File: src/rtl/fifo_pkg.sv
`default_nettype none
// ============================================================================
//  Module      : fifo_pkg
//  Description : Shared constants for the synchronous FIFO: default word
//                width, depth, occupancy thresholds and the read-mode
//                encodings selected through the FWFT parameter.
//  Revision    : 1.0  initial release
// ============================================================================
package fifo_pkg;

  // Default geometry: 8-bit words, 2^4 = 16 entries.
  localparam int DEFAULT_DATA_WIDTH    = 8;
  localparam int DEFAULT_ADDR_WIDTH    = 4;

  // Default status thresholds, in words of occupancy.
  localparam int DEFAULT_AFULL_THRESH  = 12;
  localparam int DEFAULT_AEMPTY_THRESH = 4;

  // Read-mode encodings for the FWFT parameter.
  localparam int FWFT_STANDARD    = 0;  // registered read, one cycle latency
  localparam int FWFT_FALLTHROUGH = 1;  // head word presented combinationally

  // Occupancy after one cycle, given which of write/read were accepted.
  function automatic logic [31:0] next_count(input logic [31:0] cur,
                                             input logic        wr_acc,
                                             input logic        rd_acc);
    logic [31:0] res;
    res = cur;
    if (wr_acc && !rd_acc) begin
      res = cur + 32'd1;
    end else if (rd_acc && !wr_acc) begin
      res = cur - 32'd1;
    end
    return res;
  endfunction

endpackage : fifo_pkg
`default_nettype wire

File: src/rtl/sdp_ram_sync.sv
`default_nettype none
// ============================================================================
//  Module      : sdp_ram_sync
//  Description : Simple dual-port storage array. One synchronous write port,
//                one asynchronous read port. Contents are never reset.
//  Revision    : 1.0  initial release
// ============================================================================
module sdp_ram_sync #(
  parameter int DATA_WIDTH = 8,
  parameter int ADDR_WIDTH = 4
) (
  input  logic                  clk,
  input  logic                  we,
  input  logic [ADDR_WIDTH-1:0] waddr,
  input  logic [DATA_WIDTH-1:0] wdata,
  input  logic [ADDR_WIDTH-1:0] raddr,
  output logic [DATA_WIDTH-1:0] rdata
);

  localparam int C_DEPTH = 1 << ADDR_WIDTH;

  logic [DATA_WIDTH-1:0] mem_q [C_DEPTH];

  // Store the write word on the rising edge; no reset so the array maps to RAM.
  always_ff @(posedge clk) begin
    if (we) begin
      mem_q[waddr] <= wdata;
    end
  end

  // Read port is purely combinational from the address.
  assign rdata = mem_q[raddr];

endmodule : sdp_ram_sync
`default_nettype wire

File: src/rtl/sync_fifo_param.sv
`default_nettype none
// ============================================================================
//  Module      : sync_fifo_param
//  Description : Single-clock parameterised FIFO controller. Holds the read
//                and write pointers, occupancy count, status flags, error
//                pulses and (in standard mode) the output read register.
//                Storage lives in sdp_ram_sync.
//  Revision    : 1.0  initial release
// ============================================================================
module sync_fifo_param
  import fifo_pkg::*;
#(
  parameter int DATA_WIDTH    = DEFAULT_DATA_WIDTH,
  parameter int ADDR_WIDTH    = DEFAULT_ADDR_WIDTH,
  parameter int AFULL_THRESH  = DEFAULT_AFULL_THRESH,
  parameter int AEMPTY_THRESH = DEFAULT_AEMPTY_THRESH,
  parameter int FWFT          = FWFT_STANDARD
) (
  input  logic                  clk,
  input  logic                  rst,
  input  logic                  wr_en,
  input  logic [DATA_WIDTH-1:0] wr_data,
  input  logic                  rd_en,
  output logic [DATA_WIDTH-1:0] rd_data,
  output logic                  rd_valid,
  output logic                  full,
  output logic                  almost_full,
  output logic                  empty,
  output logic                  almost_empty,
  output logic [ADDR_WIDTH:0]   count,
  output logic                  overflow,
  output logic                  underflow
);

  localparam int                C_PW       = ADDR_WIDTH + 1;
  localparam logic [C_PW-1:0]   C_DEPTH    = C_PW'(1 << ADDR_WIDTH);
  localparam logic [C_PW-1:0]   C_PTR_ONE  = C_PW'(1);
  localparam logic [C_PW-1:0]   C_AFULL    = C_PW'(AFULL_THRESH);
  localparam logic [C_PW-1:0]   C_AEMPTY   = C_PW'(AEMPTY_THRESH);

  // Pointers carry one extra bit so they wrap naturally over twice the depth.
  logic [C_PW-1:0] wr_ptr_q, wr_ptr_d;
  logic [C_PW-1:0] rd_ptr_q, rd_ptr_d;
  logic [C_PW-1:0] count_q,  count_d;

  logic                  wr_acc;
  logic                  rd_acc;
  logic [DATA_WIDTH-1:0] ram_rdata;
  logic [31:0]           count_next_wide;

  // Flags decode the registered count only, so they are glitch-free.
  assign full         = (count_q == C_DEPTH);
  assign empty        = (count_q == '0);
  assign almost_full  = (count_q >= C_AFULL);
  assign almost_empty = (count_q <= C_AEMPTY);
  assign count        = count_q;

  // A write into a full FIFO and a read from an empty one are always refused,
  // whatever the other port does that cycle; reset masks both requests.
  assign wr_acc    = wr_en && !full  && !rst;
  assign rd_acc    = rd_en && !empty && !rst;
  assign overflow  = wr_en && full  && !rst;
  assign underflow = rd_en && empty && !rst;

  assign count_next_wide = next_count(32'(count_q), wr_acc, rd_acc);

  // Next-state for pointers and occupancy.
  always_comb begin
    wr_ptr_d = wr_ptr_q;
    rd_ptr_d = rd_ptr_q;
    count_d  = count_next_wide[C_PW-1:0];
    if (wr_acc) begin
      wr_ptr_d = wr_ptr_q + C_PTR_ONE;
    end
    if (rd_acc) begin
      rd_ptr_d = rd_ptr_q + C_PTR_ONE;
    end
  end

  // Pointer and occupancy registers; reset returns the FIFO to empty.
  always_ff @(posedge clk) begin
    if (rst) begin
      wr_ptr_q <= '0;
      rd_ptr_q <= '0;
      count_q  <= '0;
    end else begin
      wr_ptr_q <= wr_ptr_d;
      rd_ptr_q <= rd_ptr_d;
      count_q  <= count_d;
    end
  end

  sdp_ram_sync #(
    .DATA_WIDTH (DATA_WIDTH),
    .ADDR_WIDTH (ADDR_WIDTH)
  ) u_ram (
    .clk   (clk),
    .we    (wr_acc),
    .waddr (wr_ptr_q[ADDR_WIDTH-1:0]),
    .wdata (wr_data),
    .raddr (rd_ptr_q[ADDR_WIDTH-1:0]),
    .rdata (ram_rdata)
  );

  generate
    if (FWFT == FWFT_FALLTHROUGH) begin : g_fwft
      // Head word is always on the output; rd_en only acknowledges it.
      assign rd_data  = ram_rdata;
      assign rd_valid = !empty;
    end else begin : g_std
      logic [DATA_WIDTH-1:0] rd_data_q, rd_data_d;
      logic                  rd_valid_q, rd_valid_d;

      // Capture the head word on an accepted read; otherwise hold the data.
      always_comb begin
        rd_data_d  = rd_data_q;
        rd_valid_d = 1'b0;
        if (rd_acc) begin
          rd_data_d  = ram_rdata;
          rd_valid_d = 1'b1;
        end
      end

      // Output read register, cleared on reset.
      always_ff @(posedge clk) begin
        if (rst) begin
          rd_data_q  <= '0;
          rd_valid_q <= 1'b0;
        end else begin
          rd_data_q  <= rd_data_d;
          rd_valid_q <= rd_valid_d;
        end
      end

      assign rd_data  = rd_data_q;
      assign rd_valid = rd_valid_q;
    end
  endgenerate

endmodule : sync_fifo_param
`default_nettype wire

File: config.mk
export PLATFORM = sky130hd
export DESIGN_NAME = sync_fifo_param
export DESIGN_NICKNAME = d
export VERILOG_FILES = /design/src/rtl/fifo_pkg.sv /design/src/rtl/sdp_ram_sync.sv /design/src/rtl/sync_fifo_param.sv
export SDC_FILE = /design/constraint.sdc
export NUM_CORES = 1
export LEC_CHECK = 0
export ABC_CLOCK_PERIOD_IN_PS = 3850
export BUFFER_PORTS_ARGS = -buffer_cell sky130_fd_sc_hd__buf_2
export CORE_ASPECT_RATIO = 1.5
export CORE_UTILIZATION = 51
export CTS_CLUSTER_SIZE = 12
export DETAILED_ROUTE_END_ITERATION = 16
export HOLD_SLACK_MARGIN = 0.15
export PLACE_DENSITY_LB_ADDON = 0.15
export SLEW_MARGIN = 20
export SYNTH_ARGS = -nofsm -noshare
export SYNTH_HDL_FRONTEND = slang
export SYNTH_SLANG_ARGS = --single-unit
File: constraint.sdc
create_clock -name clk -period 3.85 [get_ports clk]
set_clock_uncertainty 0.05 [all_clocks]
set_input_delay 0.77 -clock clk [delete_from_list [all_inputs] [get_ports clk]]
set_output_delay 0.77 -clock clk [all_outputs]
set_load 0.05 [all_outputs]
=== Word-level counts from Yosys, hierarchy flattened ===
Memories as Yosys holds them, arrays and structs flattened. A register that Yosys moved wholly into a read port is not among the register bits.
Cells that the tools add are included.

* Logic and storage cells: 34
* Memories kept: 1
* Flip-flop bits (word level): 16
* RAM bits: 128
* Output and inout bits: 20

{| class="wikitable"
|+ Memories
! name !! words !! bits a word !! rd ports !! clocked after Yosys merged registers in !! write ports !! line !! text
|-
| u_ram.mem_q || 16 || 8 || 1 || 1 || 1 || sdp_ram_sync.sv:22 || <nowiki>logic [DATA_WIDTH-1:0] mem_q [C_DEPTH];</nowiki>
|}

* Order comparisons: 2
* Equal/unequal tests: 1
* $add $sub $neg: 4
* Muxes and demuxes: 5
* Reduce and logical (&&, ||, !) cells: 17

{| class="wikitable"
|+ Operators by type and width
! cell !! number
|-
| $add A5 B1 Y5 const B || 3
|-
| $logic_and A1 B1 Y1 || 10
|-
| $mux W5 || 2
|-
| $eq A5 B5 Y1 const B || 1
|-
| $ge A5 B4 Y1 const B || 1
|-
| $le A5 B3 Y1 const B || 1
|-
| $logic_not A1 Y1 || 5
|-
| $logic_not A5 Y1 || 1
|-
| $sub A5 B1 Y5 const B || 1
|-
| $mux W1 || 3
|-
| $reduce_bool A2 Y1 || 1
|}

=== Longest topological paths before layout ===
Gate-level depths: netlist (run 1).

* Depth in word-level cells: 8
* Depth in mapped cells: 10
* Mapped depth without buffers: 9

=== Cells and area by module ===
Synthesis (run 1) repeated with hierarchy kept, for this count alone.

* Cells, all modules: 337
* Area total of the unflattened synthesis: 6048.3 sq um

{| class="wikitable"
|+ Modules (own cells, without submodules)
! module !! seq. area each (sq um) !! cells each !! instances !! area an instance (sq um)
|-
| sdp_ram_sync || 3843.7 || 221 || 1 || 4987.3
|-
| sync_fifo_param || 440.4 || 116 || 1 || 1061.0
|}

=== Least setup slack after synthesis (run 1) ===
No wires, ideal clock.

* Path kind: flip-flop to output port
* Start: reg count_q[2] (netlist: count[2])
* End: out overflow
* Data arrival time: 2.312 ns
* Stages on the path, launching flop included: 3
* Required time: 3.030 ns
* Setup slack: 0.718 ns
* Cells stage by stage: dfxtp_1 or4_4 nor3_1

* Word-level cells in the longest chain between the ends: 3

{| class="wikitable"
|+ Ends and longest elaborated chain
! what !! line !! text
|-
| start, declared || sync_fifo_param.sv:44 || <nowiki>logic [C_PW-1:0] count_q, count_d;</nowiki>
|-
| start signal, assigned || sync_fifo_param.sv:89 || <nowiki>count_q <= count_d;</nowiki>
|-
| $eq A5 B5 Y1 || sync_fifo_param.sv:52 || <nowiki>assign full = (count_q == C_DEPTH);</nowiki>
|-
| $logic_and A1 B1 Y1 (2 in series) || sync_fifo_param.sv:62 || <nowiki>assign overflow = wr_en && full && !rst;</nowiki>
|-
| end, declared || sync_fifo_param.sv:31 || <nowiki>output logic overflow,</nowiki>
|}

Every way passes these cells.

=== Final worst setup path (run 1) ===
* Start: reg count_q[2] (netlist: count[2])
* End: reg count_q[4] (netlist: count[4])

* Word-level cells in the longest chain between the ends: 7
* Elaborated cells between the ends (all ways): 17
* Classes of those cells: 2 x add/sub; 1 x eq/ne; 2 x mux; 12 x reduce/logical

{| class="wikitable"
|+ Ends and longest elaborated chain
! what
|-
| parallel branches: the longest is 7 deep, another holds $sub A5 B1 Y5
|}

Parallel ways; which one is timed is not known. The select of a mux whose other input is x is not followed.
A chain may end at the register's enable or synchronous reset.

==> results of run 1 <==
worst paths after layout:
kind | to | slack [ps]
hold / removal | rd_data[2]$_SDFFE_PP0P_ | 400
setup / recovery | count[4]$_SDFFE_PP0P_ | 800
hold reg to reg | rd_data[2]$_SDFFE_PP0P_ | 400
setup reg to reg | count[4]$_SDFFE_PP0P_ | 800
metal layers:
metal,up-vias,routed length (µm),global-route usage [%]
li1,1416,-,-
met1,1593,4770,25.0
met2,80,6570,37.5
met3,13,355,4.59
met4,0,220,7.41
met5,-,0,0
per-stage QoR:
stage	instance area, µm²	utilization, %	power [mW]	hold slack (ps)
floorplan	6110	-	2.67	460
global placement	6450	55.6	2.85	386
detailed placement	6450	55.6	2.87	387
CTS	7120	61.4	4.70	403
global route	7120	61.4	4.84	418
finish	7120	61.4	4.66	398
cell type report:
type	count	area, µm²	area share (%)
Tap cell	150	188	2.64
Sequential cell	150	4290	60.2
Inverter	8	30.0	0.422
Clock buffer	21	470	6.61
Clock inverter	11	196	2.76
Timing Repair Buffer	50	298	4.18
Multi-Input combinational cell	157	1650	23.2
state kept, by name (all words and copies together), names as in the netlist:
signal,count
u_ram.mem_q,128
rd_ptr_q,4
count,5
rd_valid,1
rd_data,8
wr_ptr_q,4
cells by family after synthesis:
| kind of cell | share of synthesized area (%) |
|---|---|
| adders and majority gates | 2.17 |
| xor gates and xnor gates | 1.00 |
| buffers and inverters | 2.97 |
| and+or+nand+nor | 4.24 |
| DFF | 70.1 |
| muxes | 15.1 |
| AOI/OAI and AO/OA | 4.44 |
worst max-delay path, stage by stage (launching register included):
cell and delay (ps):
dfxtp_1 390, or4_4 630, o21ai_4 220, ha_1 210, inv_1 110, fa_1 410
a21o_1 190, a21oi_1 170, mux2i_1 210, mux2_2 340
cells in the final DEF, fill, tap and decap left out, types with 3 or more instances in the layout:
master,n
inv_1,8
a21o_1,10
buf_4,19
xor2_1,4
mux4_1,3
nand2b_1,4
nand2_1,9
xnor2_1,3
buf_2,31
bufinv_16,5
clkbuf_8,3
a21oi_1,5
dfxtp_1,21
nor3_1,6
edfxtp_1,128
mux4_2,29
ha_1,9
clkbuf_16,17
mux2i_1,18
nor2_1,26
o22ai_1,8
power groups by stage:
stage | clock network [mW] | registers, mW | logic (mW)
2_1_floorplan | 0 | 2.13 | 0.545
3_3_place_gp | 0 | 1.98 | 0.873
3_5_place_dp | 0 | 1.98 | 0.883
4_1_cts | 1.86 | 1.95 | 0.886
5_1_grt | 1.93 | 1.96 | 0.945
6_report | 1.84 | 1.95 | 0.877
==> flow_summary.yaml, run 1 <==
status:
  status: "finished clean"
place:
  numPortBuffers: 31
  post-place-ws_ps: 450
  dp.cells: 515
  post-dp-hpwl_um: 7660
  gp_congestion: 0.764
drt:
  ant_nets: 0
  vias: 3102
  drc: 0
  drtIter0Drc: 170
  routed_via_density: 5.67
  routed_wl_um: 11900
  drt_first_pass_iters: 4
  wl_per_cell_um: 21.8
critical_path:
  crit_path_end_kind: "flip-flop"
  r2r_start: "count[2]$_SDFFE_PP0P_"
  worstSetupPathType: "flip-flop to flip-flop"
  worstSetupStartpoint: "count[2]$_SDFFE_PP0P_"
  cp-start-kind: "flip-flop"
  cp_max_fo: 7
  worst_ep_arrival_time_ps: 3300
  reg2reg_depth: 9
  crit_required_ps: 4090
power:
  p_clk_share_pct: 39.4
  switching_share_pct: 28.8
  p_switching_mw: 1.34
  power_frac_seq_pct: 41.8
  power_density_nw_per_um2: 655
  worst_ir_drop_vdd_v: 0.000341
  p_comb_share_pct: 18.8
  p_leak_nw: 2.46
  p_int_mw: 3.32
cells_and_area:
  drive_gt1_share_pct: 30.2
  fin_nets: 406
  n_fill_cell: 851
  areaGrowthSynthToFinish_pct: 16.4
  stdcell_count: 547
  antenna_cells: 0
flow_run:
  drv_cap: 0
hold_path:
  hp-class: "flip-flop to flip-flop"
  hold_start: "rd_data[2]$_SDFFE_PP0P_"
  whs_path_depth: 1
clock_network:
  cts_max_path_buffers: 2
  h-tree-depth: 4
  postCtsHoldBufs: 0
  root_buffer: "clkbuf_16"
  clock_sinks: 150
  path_clk_slew_ps: 60
  post_cts_resize_count: 0
  cts_buffers: 17
  clock_latency_ps: 410
  cts_tree: "yes"
  post-cts-setup-buffers: 0
synth:
  synth_top_area_share_pct: 62.9
  synth_common_cells: "128 x edfxtp_1, 29 x mux4_2, 26 x nor2_1"
  async_reset_ff_share_pct: 0
  ys.flop_type: "edfxtp_1"
  synthCells: 332
  avgSynthCellArea_um2: 18.4
  synth_warnings: 0
  seq_area_frac_synth_pct: 70.1
  yosysMostFrequentCell: "edfxtp_1"
  ys_ff_latch: 150
  yosysTopAreaCell: "edfxtp_1"
  synth.distinct_cells: 40
  synthesis.nets: 354
  synth_edf_count: 128
  synth_area_um2: 6110
  synth_area_leaders: "edfxtp_1 63%, mux4_2 11%, dfxtp_1 7.2%, mux2i_1 2.9%, ha_1 1.8%"
global_route:
  grt_pass1_wl_um: 18300
  grt_pass1_vias: 3146
  grt_max_degree: 20
  grt_use_total_pct: 21.0
  antenna_found_initial: 0
  grt-ovfl-total: 0
die:
  dieArea_um2: 12400
  pin_count: 32
  placementRows: 48
  core_area_um2: 11600
  chipWidth_um: 91.4
  die-height_um: 136
  start_util_pct: 52.7
timing:
  post-route-period-util_pct: 79.3
  slew_headroom_pct: 29.6
  finalHoldViolations: 0
  timing.final.ws_setup_ps: 796
  fmax_ghz: 0.327
  fin_crit_ps: 3050
  finalSetupViolCount: 0
  rsz0062_at_grt: "no"
  drv_slew: 0
  fin_tns_setup_ps: 0
  worstMarginPinSlew_ps: 1050
(Power assumes the default switching activity.)
==> inputs of run 2 (changes only) <==
--- a/config.mk
+++ b/config.mk
@@ -5,7 +5,8 @@
 export SDC_FILE = /design/constraint.sdc
 export NUM_CORES = 1
 export LEC_CHECK = 0
-export ABC_CLOCK_PERIOD_IN_PS = 3850
+export ABC_AREA = 1
+export ABC_CLOCK_PERIOD_IN_PS = 2700
 export BUFFER_PORTS_ARGS = -buffer_cell sky130_fd_sc_hd__buf_2
 export CORE_ASPECT_RATIO = 1.5
 export CORE_UTILIZATION = 51
==> constraint.sdc (replaced) <==
create_clock -name clk -period 2.7 [get_ports clk]
set_clock_uncertainty 0.05 [all_clocks]
set_input_delay 0.54 -clock clk [delete_from_list [all_inputs] [get_ports clk]]
set_output_delay 0.54 -clock clk [all_outputs]
set_load 0.05 [all_outputs]
==> flow_summary.yaml, run 2 <==
status:
  status: "finished clean"
global_route:
  grt-ovfl-total: 0
  grt_max_degree: 68
  grt_pass1_wl_um: 24100
  grt_pass1_vias: 4515
  globalRouteMet3Util_pct: 5.02
  grt_use_total_pct: 25.0
  gr-max-usage-layer: "met2"
  antenna_found_initial: 0
  grt_use_met1_pct: 29.7
  grt.met2_usage_pct: 43.2
cells_and_area:
  fin_nets: 734
  largest_reg_flops: 128
  final_area_um2: 7530
  drive_gt1_share_pct: 12.4
  layout_common_cells: "237 x nand2_1, 128 x edfxtp_1, 91 x nand3_1, 89 x inv_1, 31 x buf_2"
  regMostFlops: "u_ram.mem_q"
  areaGrowthSynthToFinish_pct: 13.0
  antenna_cells: 0
  final_common_cell: "nand2_1"
  n_fill_cell: 1093
die:
  chipWidth_um: 95.4
  start_util_pct: 52.8
  placementRows: 50
  die-height_um: 142
  dieArea_um2: 13500
  core_area_um2: 12600
  pin_count: 32
power:
  p_int_mw: 4.36
  power_frac_seq_pct: 42.7
  p_leak_nw: 3.29
  worst_ir_drop_vdd_v: 0.000681
  p_clk_share_pct: 37.5
  p_switching_mw: 1.87
  switching_share_pct: 30.0
  p_comb_share_pct: 19.8
  power_density_nw_per_um2: 828
  p_total_mw: 6.24
timing:
  worstMarginPinSlew_ps: 765
  drv_slew: 0
  rsz0062_at_grt: "no"
  fin_crit_ps: 2370
  whs_ps: 383
  finalSetupViolCount: 0
  fmax_ghz: 0.422
  slew_headroom_pct: 48.8
  finalHoldViolations: 0
  fin_tns_setup_ps: 0
  timing.final.ws_setup_ps: 330
  post-route-period-util_pct: 87.8
hold_path:
  whs_path_depth: 2
  hold_end: "wr_ptr_q[2]$_SDFFE_PP0P_"
  hold_start: "rst"
  hp-class: "input pin to flip-flop"
drt:
  vias: 4565
  routed_via_density: 5.19
  drt_first_pass_iters: 5
  drc: 0
  wl_per_cell_um: 17.2
  ant_nets: 0
  routed_wl_um: 15100
  drtIter0Drc: 288
synth:
  seq_area_frac_synth_pct: 64.3
  synth_edf_count: 128
  synth_area_leaders: "edfxtp_1 58%, nand2_1 13%, nand3_1 6.8%, dfxtp_1 6.6%, inv_1 5.0%"
  avgSynthCellArea_um2: 9.86
  synthCells: 676
  yosysMostFrequentCell: "nand2_1"
  synth_top_area_share_pct: 57.6
  async_reset_ff_share_pct: 0
  synth.distinct_cells: 25
  ys.flop_type: "edfxtp_1"
  synth_area_um2: 6670
  synth_warnings: 0
  synthesis.nets: 698
  yosysTopAreaCell: "edfxtp_1"
  ys_ff_latch: 150
  synth_common_cells: "237 x nand2_1, 128 x edfxtp_1, 91 x nand3_1"
clock_network:
  h-tree-depth: 4
  cts_max_path_buffers: 2
  clock_latency_ps: 420
  clock_sinks: 150
  postCtsHoldBufs: 0
  path_clk_slew_ps: 60
  post-cts-setup-buffers: 0
  cts_buffers: 17
  root_buffer: "clkbuf_16"
  post_cts_resize_count: 0
  cts_tree: "yes"
place:
  post-place-ws_ps: 200
  post-dp-hpwl_um: 9740
  numPortBuffers: 31
  place_area_um2: 6950
  gp_congestion: 0.878
critical_path:
  worstSetupPathType: "flip-flop to flip-flop"
  crit_path_end_kind: "flip-flop"
  reg2reg_depth: 16
  cp_max_fo: 7
  r2r_start: "count[1]$_SDFFE_PP0P_"
  r2r_slack_ps: 330
  crit_required_ps: 3000
  cp-start-kind: "flip-flop"
  r2r_end: "count[4]$_SDFFE_PP0P_"
  worst_ep_arrival_time_ps: 2670
flow_run:
  drv_cap: 0
[run 2: worst max path at each step]
stage,from,end,slack (ps),cells past startpoint
2_1_floorplan,count[0]$_SDFFE_PP0P_,overflow,130,5
3_3_place_gp,rst,count[4]$_SDFFE_PP0P_,220,14
3_5_place_dp,rst,count[4]$_SDFFE_PP0P_,200,14
4_1_cts,count[1]$_SDFFE_PP0P_,count[4]$_SDFFE_PP0P_,340,16
5_1_grt,count[0]$_SDFFE_PP0P_,count[4]$_SDFFE_PP0P_,100,16
6_report,count[1]$_SDFFE_PP0P_,count[4]$_SDFFE_PP0P_,330,16
[run 2: stage by stage]
step | instances | util [%]
finish | 880 | 59.6
global placement | 849 | 55.0
floorplan | 676 | -
CTS | 880 | 59.6
detailed placement | 849 | 55.0
global route | 880 | 59.6
[run 2: metal layers]
layer / vias up / routed length (µm)
li1: 2250 / -
met1: 2168 / 6040
met2: 120 / 7980
met3: 27 / 667
met4: 0 / 454
met5: - / 0
[run 2: worst max-delay path: stages (launching register included)]
cell	delay [ps]
dfxtp_1	410
inv_2	60
nand2_2	100
nor2_4	50
nand3_2	90
nand2_2	90
inv_2	120
ha_1	210
inv_1	110
fa_1	420
a21oi_1	160
nor2_1	60
nor2_1	80
nand2_1	50
nand2_1	60
nand2_1	50
a21oi_1	120
[run 2: kinds of logic (layout without fill, tap and decap cells)]
logic type,after synthesis,count (layout),share of synthesized area (%)
AND/OR/NAND/NOR,359,359,22.5
adder cells (fa/ha/maj),10,10,1.99
flip-flops,150,150,64.3
XOR/XNOR,5,5,0.657
buffers and inverters,127,175,8.69
AO/OA/AOI/OAI,25,25,1.95
[run 2: cell type report]
type	count	area, µm²	area share (%)
Timing Repair Buffer	47	300	3.99
Inverter	97	364	4.83
Multi-Input combinational cell	399	1800	23.9
Clock inverter	13	156	2.08
Clock buffer	18	429	5.70
Sequential cell	150	4290	56.9
Tap cell	156	195	2.59
[run 2: power by group through the flow]
stage / clock network (mW) / registers [mW] / logic [mW]
final: 2.34 / 2.67 / 1.23
after global placement: 0 / 2.71 / 1.22
after CTS: 2.36 / 2.67 / 1.24
after global routing: 2.46 / 2.67 / 1.35
after detailed placement: 0 / 2.71 / 1.24
after floorplan: 0 / 2.91 / 0.748
